==> src/rtl/conv_window_gen_if.sv <==
// Pixel-in / window-out stream bundle for conv_window_gen.
// master drives pixels and win_ready; slave is the window generator.
interface conv_window_gen_if #(
    parameter int N           = 5,
    parameter int C           = 1,
    parameter int F           = 3,
    parameter int S           = 1,
    parameter int indatawidth = 8
);
    localparam int PW = C * indatawidth;
    localparam int WW = F * F * PW;
    localparam int OW = (((N - F) / S + 1) > 1) ? $clog2((N - F) / S + 1) : 1;

    logic [PW-1:0] pix_in;
    logic          pix_valid;
    logic          pix_ready;
    logic [WW-1:0] win_out;
    logic          win_valid;
    logic          win_ready;
    logic [OW-1:0] win_row;
    logic [OW-1:0] win_col;
    logic          frame_done;

    modport master (
        output pix_in, pix_valid, win_ready,
        input  pix_ready, win_out, win_valid, win_row, win_col, frame_done
    );

    modport slave (
        input  pix_in, pix_valid, win_ready,
        output pix_ready, win_out, win_valid, win_row, win_col, frame_done
    );
endinterface

==> src/rtl/conv_window_gen.sv <==
// Raster pixel stream to F x F x C sliding windows (stride S, no padding).
// Keeps the last F image rows in a ring buffer and emits one packed window per handshake.
module conv_window_gen #(
    parameter int N           = 5,
    parameter int C           = 1,
    parameter int F           = 3,
    parameter int S           = 1,
    parameter int indatawidth = 8
) (
    input logic              clk,
    input logic              rst,
    conv_window_gen_if.slave bus
);
    localparam int PW = C * indatawidth;
    localparam int WW = F * F * PW;
    localparam int XW = (N > 1) ? $clog2(N) : 1;
    localparam int RW = (F > 1) ? $clog2(F) : 1;
    localparam int SW = RW + 1;
    localparam int HW = (S > 1) ? $clog2(S) : 1;
    localparam int OW = (((N - F) / S + 1) > 1) ? $clog2((N - F) / S + 1) : 1;

    localparam logic [XW-1:0] LAST      = XW'(N - 1);
    localparam logic [XW-1:0] EDGE      = XW'(F - 1);
    localparam logic [HW-1:0] PH_LAST   = HW'(S - 1);
    localparam logic [RW-1:0] RING_LAST = RW'(F - 1);

    logic [PW-1:0] mem_q [F][N];

    logic [XW-1:0] x_q, x_d;
    logic [XW-1:0] y_q, y_d;
    logic [HW-1:0] xph_q, xph_d;
    logic [HW-1:0] yph_q, yph_d;
    logic [OW-1:0] col_idx_q, col_idx_d;
    logic [OW-1:0] row_idx_q, row_idx_d;
    logic [RW-1:0] ring_q, ring_d;
    logic          win_valid_q, win_valid_d;
    logic [WW-1:0] win_out_q, win_out_d;
    logic [OW-1:0] win_row_q, win_row_d;
    logic [OW-1:0] win_col_q, win_col_d;
    logic          frame_done_q, frame_done_d;

    logic          pix_ready;
    logic          accept;
    logic          row_end;
    logic          frame_end;
    logic          win_fire;
    logic [SW-1:0] ring_sum [F];
    logic [RW-1:0] ring_sel [F];
    logic [XW-1:0] col_sel  [F];
    logic [WW-1:0] win_asm;

    assign pix_ready = !(win_valid_q && !bus.win_ready);
    assign accept    = bus.pix_valid && pix_ready;
    assign row_end   = (x_q == LAST);
    assign frame_end = row_end && (y_q == LAST);
    // Phase counters are zero exactly on stride-aligned window corners.
    assign win_fire  = accept && (x_q >= EDGE) && (y_q >= EDGE) &&
                       (xph_q == '0) && (yph_q == '0);

    // Window row r sits in ring slot (y + 1 + r) mod F; the newest row is ring_q.
    always_comb begin
        for (int r = 0; r < F; r++) begin
            ring_sum[r] = {1'b0, ring_q} + SW'(r + 1);
            ring_sel[r] = (ring_sum[r] >= SW'(F)) ? RW'(ring_sum[r] - SW'(F))
                                                  : RW'(ring_sum[r]);
        end
    end

    always_comb begin
        for (int c = 0; c < F; c++) begin
            col_sel[c] = x_q - XW'(F - 1 - c);
        end
    end

    // The bottom-right element is the pixel being accepted, not yet in storage.
    always_comb begin
        win_asm = '0;
        for (int r = 0; r < F; r++) begin
            for (int c = 0; c < F; c++) begin
                if (r == F - 1 && c == F - 1) begin
                    win_asm[(r * F + c) * PW +: PW] = bus.pix_in;
                end else begin
                    win_asm[(r * F + c) * PW +: PW] = mem_q[ring_sel[r]][col_sel[c]];
                end
            end
        end
    end

    always_comb begin
        x_d       = x_q;
        y_d       = y_q;
        xph_d     = xph_q;
        yph_d     = yph_q;
        col_idx_d = col_idx_q;
        row_idx_d = row_idx_q;
        ring_d    = ring_q;
        if (accept) begin
            if (row_end) begin
                x_d       = '0;
                xph_d     = '0;
                col_idx_d = '0;
                if (frame_end) begin
                    y_d       = '0;
                    yph_d     = '0;
                    row_idx_d = '0;
                    ring_d    = '0;
                end else begin
                    y_d    = y_q + 1'b1;
                    ring_d = (ring_q == RING_LAST) ? '0 : ring_q + 1'b1;
                    if (y_q >= EDGE) begin
                        if (yph_q == PH_LAST) begin
                            yph_d     = '0;
                            row_idx_d = row_idx_q + 1'b1;
                        end else begin
                            yph_d = yph_q + 1'b1;
                        end
                    end
                end
            end else begin
                x_d = x_q + 1'b1;
                if (x_q >= EDGE) begin
                    if (xph_q == PH_LAST) begin
                        xph_d     = '0;
                        col_idx_d = col_idx_q + 1'b1;
                    end else begin
                        xph_d = xph_q + 1'b1;
                    end
                end
            end
        end
    end

    // A window can only complete while the output slot is free or being drained,
    // because pix_ready is low whenever a held window is stalled.
    always_comb begin
        win_valid_d  = win_valid_q;
        win_out_d    = win_out_q;
        win_row_d    = win_row_q;
        win_col_d    = win_col_q;
        frame_done_d = accept && frame_end;
        if (win_fire) begin
            win_valid_d = 1'b1;
            win_out_d   = win_asm;
            win_row_d   = row_idx_q;
            win_col_d   = col_idx_q;
        end else if (win_valid_q && bus.win_ready) begin
            win_valid_d = 1'b0;
        end
    end

    always_ff @(posedge clk or posedge rst) begin
        if (rst) begin
            x_q          <= '0;
            y_q          <= '0;
            xph_q        <= '0;
            yph_q        <= '0;
            col_idx_q    <= '0;
            row_idx_q    <= '0;
            ring_q       <= '0;
            win_valid_q  <= 1'b0;
            win_out_q    <= '0;
            win_row_q    <= '0;
            win_col_q    <= '0;
            frame_done_q <= 1'b0;
        end else begin
            x_q          <= x_d;
            y_q          <= y_d;
            xph_q        <= xph_d;
            yph_q        <= yph_d;
            col_idx_q    <= col_idx_d;
            row_idx_q    <= row_idx_d;
            ring_q       <= ring_d;
            win_valid_q  <= win_valid_d;
            win_out_q    <= win_out_d;
            win_row_q    <= win_row_d;
            win_col_q    <= win_col_d;
            frame_done_q <= frame_done_d;
        end
    end

    always_ff @(posedge clk) begin
        if (accept) begin
            mem_q[ring_q][x_q] <= bus.pix_in;
        end
    end

    assign bus.pix_ready  = pix_ready;
    assign bus.win_out    = win_out_q;
    assign bus.win_valid  = win_valid_q;
    assign bus.win_row    = win_row_q;
    assign bus.win_col    = win_col_q;
    assign bus.frame_done = frame_done_q;
endmodule

==> src/flat_wrapper.sv <==
// flat-port wrapper written by rule: the top's interface ports become plain ports
module conv_window_gen_flat 
#(
    parameter int N           = 5,
    parameter int C           = 1,
    parameter int F           = 3,
    parameter int S           = 1,
    parameter int indatawidth = 8
)
  (clk, rst, bus_pix_in, bus_pix_valid, bus_win_ready, bus_pix_ready, bus_win_out, bus_win_valid, bus_win_row, bus_win_col, bus_frame_done);
  conv_window_gen_if #(.N(N), .C(C), .F(F), .S(S), .indatawidth(indatawidth)) bus_i ();
  input logic clk;
  input logic rst;
  input wire logic [$bits(bus_i.pix_in)-1:0] bus_pix_in;
  input wire logic [$bits(bus_i.pix_valid)-1:0] bus_pix_valid;
  input wire logic [$bits(bus_i.win_ready)-1:0] bus_win_ready;
  output wire logic [$bits(bus_i.pix_ready)-1:0] bus_pix_ready;
  output wire logic [$bits(bus_i.win_out)-1:0] bus_win_out;
  output wire logic [$bits(bus_i.win_valid)-1:0] bus_win_valid;
  output wire logic [$bits(bus_i.win_row)-1:0] bus_win_row;
  output wire logic [$bits(bus_i.win_col)-1:0] bus_win_col;
  output wire logic [$bits(bus_i.frame_done)-1:0] bus_frame_done;
  assign bus_i.pix_in = bus_pix_in;
  assign bus_i.pix_valid = bus_pix_valid;
  assign bus_i.win_ready = bus_win_ready;
  assign bus_pix_ready = bus_i.pix_ready;
  assign bus_win_out = bus_i.win_out;
  assign bus_win_valid = bus_i.win_valid;
  assign bus_win_row = bus_i.win_row;
  assign bus_win_col = bus_i.win_col;
  assign bus_frame_done = bus_i.frame_done;
  conv_window_gen #(.N(N), .C(C), .F(F), .S(S), .indatawidth(indatawidth)) u_core (.clk(clk), .rst(rst), .bus(bus_i));
endmodule
==> config.mk <==
export PLATFORM = sky130hd
export DESIGN_NAME = conv_window_gen_flat
export DESIGN_NICKNAME = d
export VERILOG_FILES = /design/src/rtl/conv_window_gen_if.sv /design/src/rtl/conv_window_gen.sv /design/src/flat_wrapper.sv
export SDC_FILE = /design/constraint.sdc
export NUM_CORES = 1
export LEC_CHECK = 0
export BUFFER_PORTS_ARGS = -buffer_cell sky130_fd_sc_hd__buf_4
export CORE_ASPECT_RATIO = 0.8
export CORE_MARGIN = 2
export CORE_UTILIZATION = 25
export DETAILED_ROUTE_END_ITERATION = 10
export GPL_TIMING_DRIVEN = 1
export RECOVER_POWER = 50
export SETUP_SLACK_MARGIN = 0.2
export SYNTH_ARGS = -nofsm -noshare
export SYNTH_HDL_FRONTEND = slang
export SYNTH_SLANG_ARGS = --single-unit
==> constraint.sdc <==
create_clock -name clk -period 4.09 [get_ports clk]
set_input_delay 0.409 -clock clk [delete_from_list [all_inputs] [get_ports clk]]
set_output_delay 0.409 -clock clk [all_outputs]
set_load 0.02 [all_outputs]
[Word level (Yosys, flattened, before mapping)]
Memories as Yosys holds them, arrays and structs flattened.
Index checks and enable logic that the tools add are counted.
Word-level totals
  register bits: 92
  word-level logic and storage cells: 116
  bits in latches: 0
  ROM bits: 0
  memories kept: 1
  memory bits (writable): 120
Memory list
  u_core.mem_q: depth 3, width 40, rd ports 3, clocked after Yosys merged registers in 0, wr ports 1, line conv_window_gen.sv:27  | logic [PW-1:0] mem_q [F][N];
Cells by class
  order comparisons: 9
  bitwise logic cells: 5
  reduce and logical (&&, ||, !) cells: 20
  multiplexer cells: 49
  shift-type cells: 0
  divide/modulo/power cells: 0
  $add $sub $neg: 15
  multipliers: 0
  eq/ne operators: 5
Operators by type and width (count)
  binary-select mux 8 bit (select 3 bit): 8
  two-way mux 8 bit: 17
  two-way mux 40 bit: 1
  demux 8 bit (select 3 bit): 1
  two-way mux 2 bit: 11
  >= comparator 3 x 2 -> 1 bit, second input constant: 5
  >= comparator 4 bit, second input constant: 3
  NOT 3 -> 4 bit: 3
  logical AND 1 bit: 10
  two-way mux 1 bit: 9
  adder 2 x 1 -> 2 bit, second input constant: 3
  adder 2 x 2 -> 3 bit, second input constant: 2
  adder 3 x 1 -> 3 bit, second input constant: 2
  equality test 3 bit, second input constant: 2
  two-way mux 3 bit: 2
  AND reduction 3 bit: 2
  nonzero test 2 bit: 3
  subtractor 2 bit, second input constant: 3
  less-than comparator 4 x 1 -> 1 bit, second input constant: 1
  != test 2 bit, second input constant: 2
  AND reduction 2 bit: 2
  AND reduction 4 bit: 1
  adder 2 x 1 -> 3 bit, second input constant: 1
  subtractor 3 x 1 -> 3 bit, second input constant: 1
  other kinds (5): 8

[Logic depth before layout (Yosys ltp)]
  depth after elaboration: 9
  depth in mapped cells: 14

[Least setup slack after synthesis]
OpenSTA, ideal clock, no wires.
  path type: reg-to-reg
  from: reg u_core.ring_q[0]
  to: reg u_core.win_out_q[9], in the netlist u_core.bus.win_out[9]
  path slack: 1462 ps
  data arrival time: 2502 ps
  cell stages (with the launch flop): 13
  required time: 3964 ps
  path buffers: 5
  cell sequence: dfrtp_1 > buf_2 > inv_1 > buf_2 > buf_2 > ha_1 > buf_6 > buf_6 > mux2_1 > mux2i_1 > mux2i_1 > a221oi_1 > nand2_1
Between the ends
  longest elaborated chain between the ends: 7
RTL lines
  start: declaration: line conv_window_gen.sv:35  | logic [RW-1:0] ring_q, ring_d;
  start signal: assignment: line conv_window_gen.sv:172  | ring_q <= ring_d;
  adder 2 x 1 -> 3 bit *: line conv_window_gen.sv:63  | ring_sum[r] = {1'b0, ring_q} + SW'(r + 1);
  >= comparator 3 x 2 -> 1 bit or subtractor 2 bit (tied branches): line conv_window_gen.sv:64  | ring_sel[r] = (ring_sum[r] >= SW'(F)) ? RW'(ring_sum[r] - SW'(F))
  two-way mux 2 bit *: line conv_window_gen.sv:64
  memory (3 x 40 bit) *
  binary-select mux 8 bit (select 3 bit) *: line conv_window_gen.sv:83  | win_asm[(r * F + c) * PW +: PW] = mem_q[ring_sel[r]][col_sel[c]];
  two-way mux 8 bit (not written as such) * (2 in a row): line conv_window_gen.sv:83
  end signal: assignment: line conv_window_gen.sv:174  | win_out_q <= win_out_d;
  end: declaration: line conv_window_gen.sv:37  | logic [WW-1:0] win_out_q, win_out_d;
Mark *: on every way between the ends. The rest lies on a longest branch, timed or not. The select of a mux whose other input is x is not followed.
A chain may end at the register's enable or synchronous reset.

[Final worst setup path]
  from: reg u_core.x_q[1]
  to: reg u_core.win_out_q[15], in the netlist u_core.bus.win_out[15]
Between the ends
  longest elaborated chain between the ends: 5
RTL lines
  start: declaration: line conv_window_gen.sv:29  | logic [XW-1:0] x_q, x_d;
  start signal: assignment: line conv_window_gen.sv:153  | x_q <= '0;
  start signal: assignment: line conv_window_gen.sv:166  | x_q <= x_d;
  subtractor 3 x 1 -> 3 bit or >= comparator 3 x 2 -> 1 bit (tied branches): line conv_window_gen.sv:71, conv_window_gen.sv:57
  NOT 3 -> 4 bit (not written as such) or logical AND 1 bit (tied branches): line conv_window_gen.sv:83, conv_window_gen.sv:57
  binary-select mux 8 bit (select 3 bit) or logical AND 1 bit (tied branches): line conv_window_gen.sv:83, conv_window_gen.sv:57
  two-way mux 8 bit (not written as such) or logical AND 1 bit (tied branches): line conv_window_gen.sv:83, conv_window_gen.sv:57
  two-way mux 8 bit (not written as such) or logical AND 1 bit (tied branches): line conv_window_gen.sv:83, conv_window_gen.sv:58
Parallel ways exist; a longest one is shown, timed or not. The select of a mux whose other input is x is not followed.

==> out/summary.txt <==
=================================================================================
Run status                                                           complete, but fails checks
Failing checks                                                       max-capacitance violations, max-slew violations
Number of levels in the clock H-tree                                            1
Clock-pin slew on the worst setup and hold paths                          0.06 ns
Routed metal-1 wirelength                                            20100 microns
Total negative slack for setup checks                                        0 ns
Final cycle utilization of the critical path                                85.0%
Syn Inst Count                                                               1214
Detailed-routed wire length on met3                                  5330 microns
LEAKAGE                                                                   5.48 nW
TritonCTS clock tree                                                         done
Pwr Density                                                           984 nW/um^2
Ys Warns                                                                        0
Highest metal layer with signal wires                                        met5
Overall die height                                                    206 microns
Worst VDD drop                                                         0.000458 V
Ratio of cells with drive above 1 in the final layout                       19.0%
Clock latency of the later-clocked register in the worst-skew pair        0.54 ns
Post-DR wirelength/cell                                              24.0 microns
End point of the critical path                                       u_core.bus.win_out[15]
Type of destination of the critical path                                flip-flop
Worst Max-Slew Pin Slew                                                   2.91 ns
Initial Util                                                                25.5%
Net count after synthesis                                                    1241
Endpoint of the lowest-slack register-to-register path               u_core.bus.win_out[15]
Period minus WS final                                                     3.48 ns
Chip Width                                                            256 microns
Critical Path Source                                                 u_core.x_q[1]
Detailed placement HPWL                                              33300 microns
R2R depth                                                                       7
Full die area                                                         52800 sq um
Worst EP required                                                         4.56 ns
Number of vias after detailed routing                                       10600
Number of antenna violations at the first check in global routing               6
Core Region                                                           50100 sq um
Path category of the worst min-delay check                           input pin to flip-flop
Count of fill cells added during filler insertion                            5234
Met2 Routed Length                                                   20500 microns
Worst flop-to-flop path startpoint                                   u_core.x_q[1]
Most numerous cell in the Yosys netlist                              sky130_fd_sc_hd__nor2_1
Wire length of the first global-routing pass                         68500 microns
Setup repair after global routing missed its margin                            no
Number of nets with antenna violations after detailed routing                   0
Fraction of registers with async set/reset                                  42.9%
Timing-limited maximum frequency                                          288 MHz
Number of max-cap violations                                                    1
CTS sink cnt                                                                  210
Mapped Area                                                           12700 sq um
Top-area cell type share of the netlist area                                28.3%
Hold Path Origin                                                     bus_pix_valid
Startpoint kind of the worst setup timing path                          flip-flop
Area growth from synthesis to layout                                        15.7%
Endpoints failing hold                                                          0
Mapped Avg Cell Area                                                   10.5 sq um
Via count of the first global-routing pass                                  10000
Detailed-router iteration count before antenna repair                           5
# rows                                                                         73
CTS Hold Bufs                                                                   0
Critical-path maximum fanout                                                   16
Initial drt markers                                                          1208
I/O Pins                                                                       91
Max-slew violation count                                                       57
Number of enable flip-flop cells after synthesis                              120
Largest net degree at the start of global routing                              57
CTS root buffer                                                      sky130_fd_sc_hd__clkbuf_16
Flop2flop setup slack                                                     0.61 ns
Resize count post-CTS                                                           0
Total detailed-routing wirelength                                    47500 microns
Remaining design rule violation count                                           0
Multi-input gate area                                                  6330 sq um
Share of the yosys chip area belonging to registers                         45.9%
TritonCTS buffer count                                                         24
GRT Util Overall                                                            17.5%
Rel. slew slack                                                            -94.8%
Post-CTS Repair Setup Buffers                                                   0
Cell type contributing the most total cell area after synthesis      sky130_fd_sc_hd__edfxtp_1
Final weighted congestion in routability-driven placement                   0.919
Top cells by area, synth                                             sky130_fd_sc_hd__edfxtp_1, sky130_fd_sc_hd__dfrtp_1, sky130_fd_sc_hd__mux2i_1
Arrival time of the worst setup path                                      3.95 ns
Tightest hold margin                                                     0.329 ns
Number of storage elements in the synthesis netlist                           210
Number of buffers added on ports                                               90
Clock skew                                                              0.0194 ns
Overflow left after global routing                                              0
Maximum count of clock buffers along a single path                              3
Nets@finish                                                                  1310
Final number of setup-violating endpoints                                       0
DR vias/cell                                                                 5.34
Most frequent cells after synthesis                                  sky130_fd_sc_hd__nor2_1, sky130_fd_sc_hd__mux2i_1, sky130_fd_sc_hd__edfxtp_1
Cell variety after synth                                                       54
Startpoint-to-endpoint class of the critical path                    flip-flop to flip-flop
Storage element area                                                   5860 sq um
Top flip-flop cell by instance count after synthesis                 sky130_fd_sc_hd__edfxtp_1
=================================================================================
[final cells by class]
| cell class | instances | area share, % |
|---|---|---|
| flip-flops and latches | 210 | 39.7 |
| well taps | 675 | 5.73 |
| diodes | 2 | 0.0339 |
| clock buffers | 33 | 4.58 |
| clock inverters | 11 | 0.518 |
| multi-input cells | 899 | 42.9 |
| inverters | 11 | 0.289 |
| repair buffers | 137 | 6.19 |
[per-layer routing]
layer,up-vias,GRT usage (%)
met5,-,0
met4,8,5.05
met3,101,5.63
met2,605,27.2
met1,5160,23.2
li1,4696,-
[cell families (layout without fill, tap and decap cells)]
group                    after synthesis  after routing  share of synthesized area [%]
multiplexers                         256            256                           21.4
XOR/XNOR                               1              1                         0.0687
other                                  0              2                              0
flip-flops                           210            210                           45.9
AO/OA/AOI/OAI                        277            277                           14.6
AND/OR/NAND/NOR                      350            350                           11.8
buffers and inverters                105            192                           4.71
adder cells (fa/ha/maj)               15             15                           1.47
[power breakdown]
group          switching, mW  leakage, nW  internal, mW
sequential             0.400         2.19          2.75
combinational           5.86         2.92          3.41
clock                  0.876        0.369          1.21
total                   7.13         5.48          7.38
[worst max-delay path, stage by stage (launching register included)]
cell and delay, ns:
sky130_fd_sc_hd__dfrtp_1 0.65, sky130_fd_sc_hd__inv_1 0.27, sky130_fd_sc_hd__ha_1 0.73, sky130_fd_sc_hd__inv_2 0.36, sky130_fd_sc_hd__or3_1 0.82, sky130_fd_sc_hd__nor3_1 0.40
sky130_fd_sc_hd__a221oi_2 0.07, sky130_fd_sc_hd__nand2_1 0.10
[cells in the final DEF (no fill, tap or decap), types with 7 or more instances in the layout]
| cell type | n |
|---|---|
| sky130_fd_sc_hd__mux2_1 | 15 |
| sky130_fd_sc_hd__mux2_2 | 99 |
| sky130_fd_sc_hd__clkbuf_16 | 25 |
| sky130_fd_sc_hd__mux2i_1 | 140 |
| sky130_fd_sc_hd__o21ai_0 | 43 |
| sky130_fd_sc_hd__nor4_1 | 8 |
| sky130_fd_sc_hd__nor2_1 | 137 |
| sky130_fd_sc_hd__clkbuf_1 | 53 |
| sky130_fd_sc_hd__buf_4 | 83 |
| sky130_fd_sc_hd__o32ai_1 | 8 |
| sky130_fd_sc_hd__o22a_1 | 19 |
| sky130_fd_sc_hd__inv_1 | 9 |
| sky130_fd_sc_hd__nor3_1 | 38 |
| sky130_fd_sc_hd__edfxtp_1 | 120 |
| sky130_fd_sc_hd__ha_1 | 12 |
| sky130_fd_sc_hd__o21ai_1 | 9 |
| sky130_fd_sc_hd__o22ai_1 | 62 |
| sky130_fd_sc_hd__a221oi_1 | 9 |
| sky130_fd_sc_hd__a211oi_1 | 18 |
| sky130_fd_sc_hd__nand3_1 | 18 |
| sky130_fd_sc_hd__nand2_1 | 104 |
| sky130_fd_sc_hd__a21oi_1 | 52 |
| sky130_fd_sc_hd__nand2b_1 | 8 |
| sky130_fd_sc_hd__and3_1 | 7 |
| sky130_fd_sc_hd__dfrtp_1 | 90 |
| sky130_fd_sc_hd__o31ai_1 | 12 |
| sky130_fd_sc_hd__nor2b_1 | 8 |
| sky130_fd_sc_hd__a22oi_1 | 25 |
| sky130_fd_sc_hd__nor2_2 | 8 |
[state kept, by name, indices dropped and copies added, names as in the netlist]
register	cells
u_core.bus.frame_done	1
u_core.bus.win_col	2
u_core.bus.win_out	72
u_core.bus.win_row	2
u_core.bus.win_valid	1
u_core.col_idx_q	2
u_core.mem_q	120
u_core.ring_q	2
u_core.row_idx_q	2
u_core.x_q	3
u_core.y_q	3
[worst min-delay path by stage]
stage / end / cells after the start
after global routing: u_core.col_idx_q[1] / 4
after detailed placement: u_core.bus.win_row[1] / 2
final: u_core.x_q[2] / 4
after CTS: u_core.bus.win_valid / 2
after global placement: u_core.bus.win_out[70] / 2
after floorplan: u_core.bus.win_col[1] / 2
[per-stage QoR]
step	cell area [sq um]	setup WS (ns)	util, %	std cells	total power [mW]
after CTS	14900	0.739	29.8	1976	14.5
after global placement	14200	0.901	28.3	1932	12.3
after detailed placement	14200	0.765	28.3	1932	12.4
after global routing	14700	0.505	29.4	1976	15.2
final	14700	0.612	29.5	1978	14.5
after floorplan	12700	1.35	-	1214	9.53
Power figures use the tool's default switching activity.
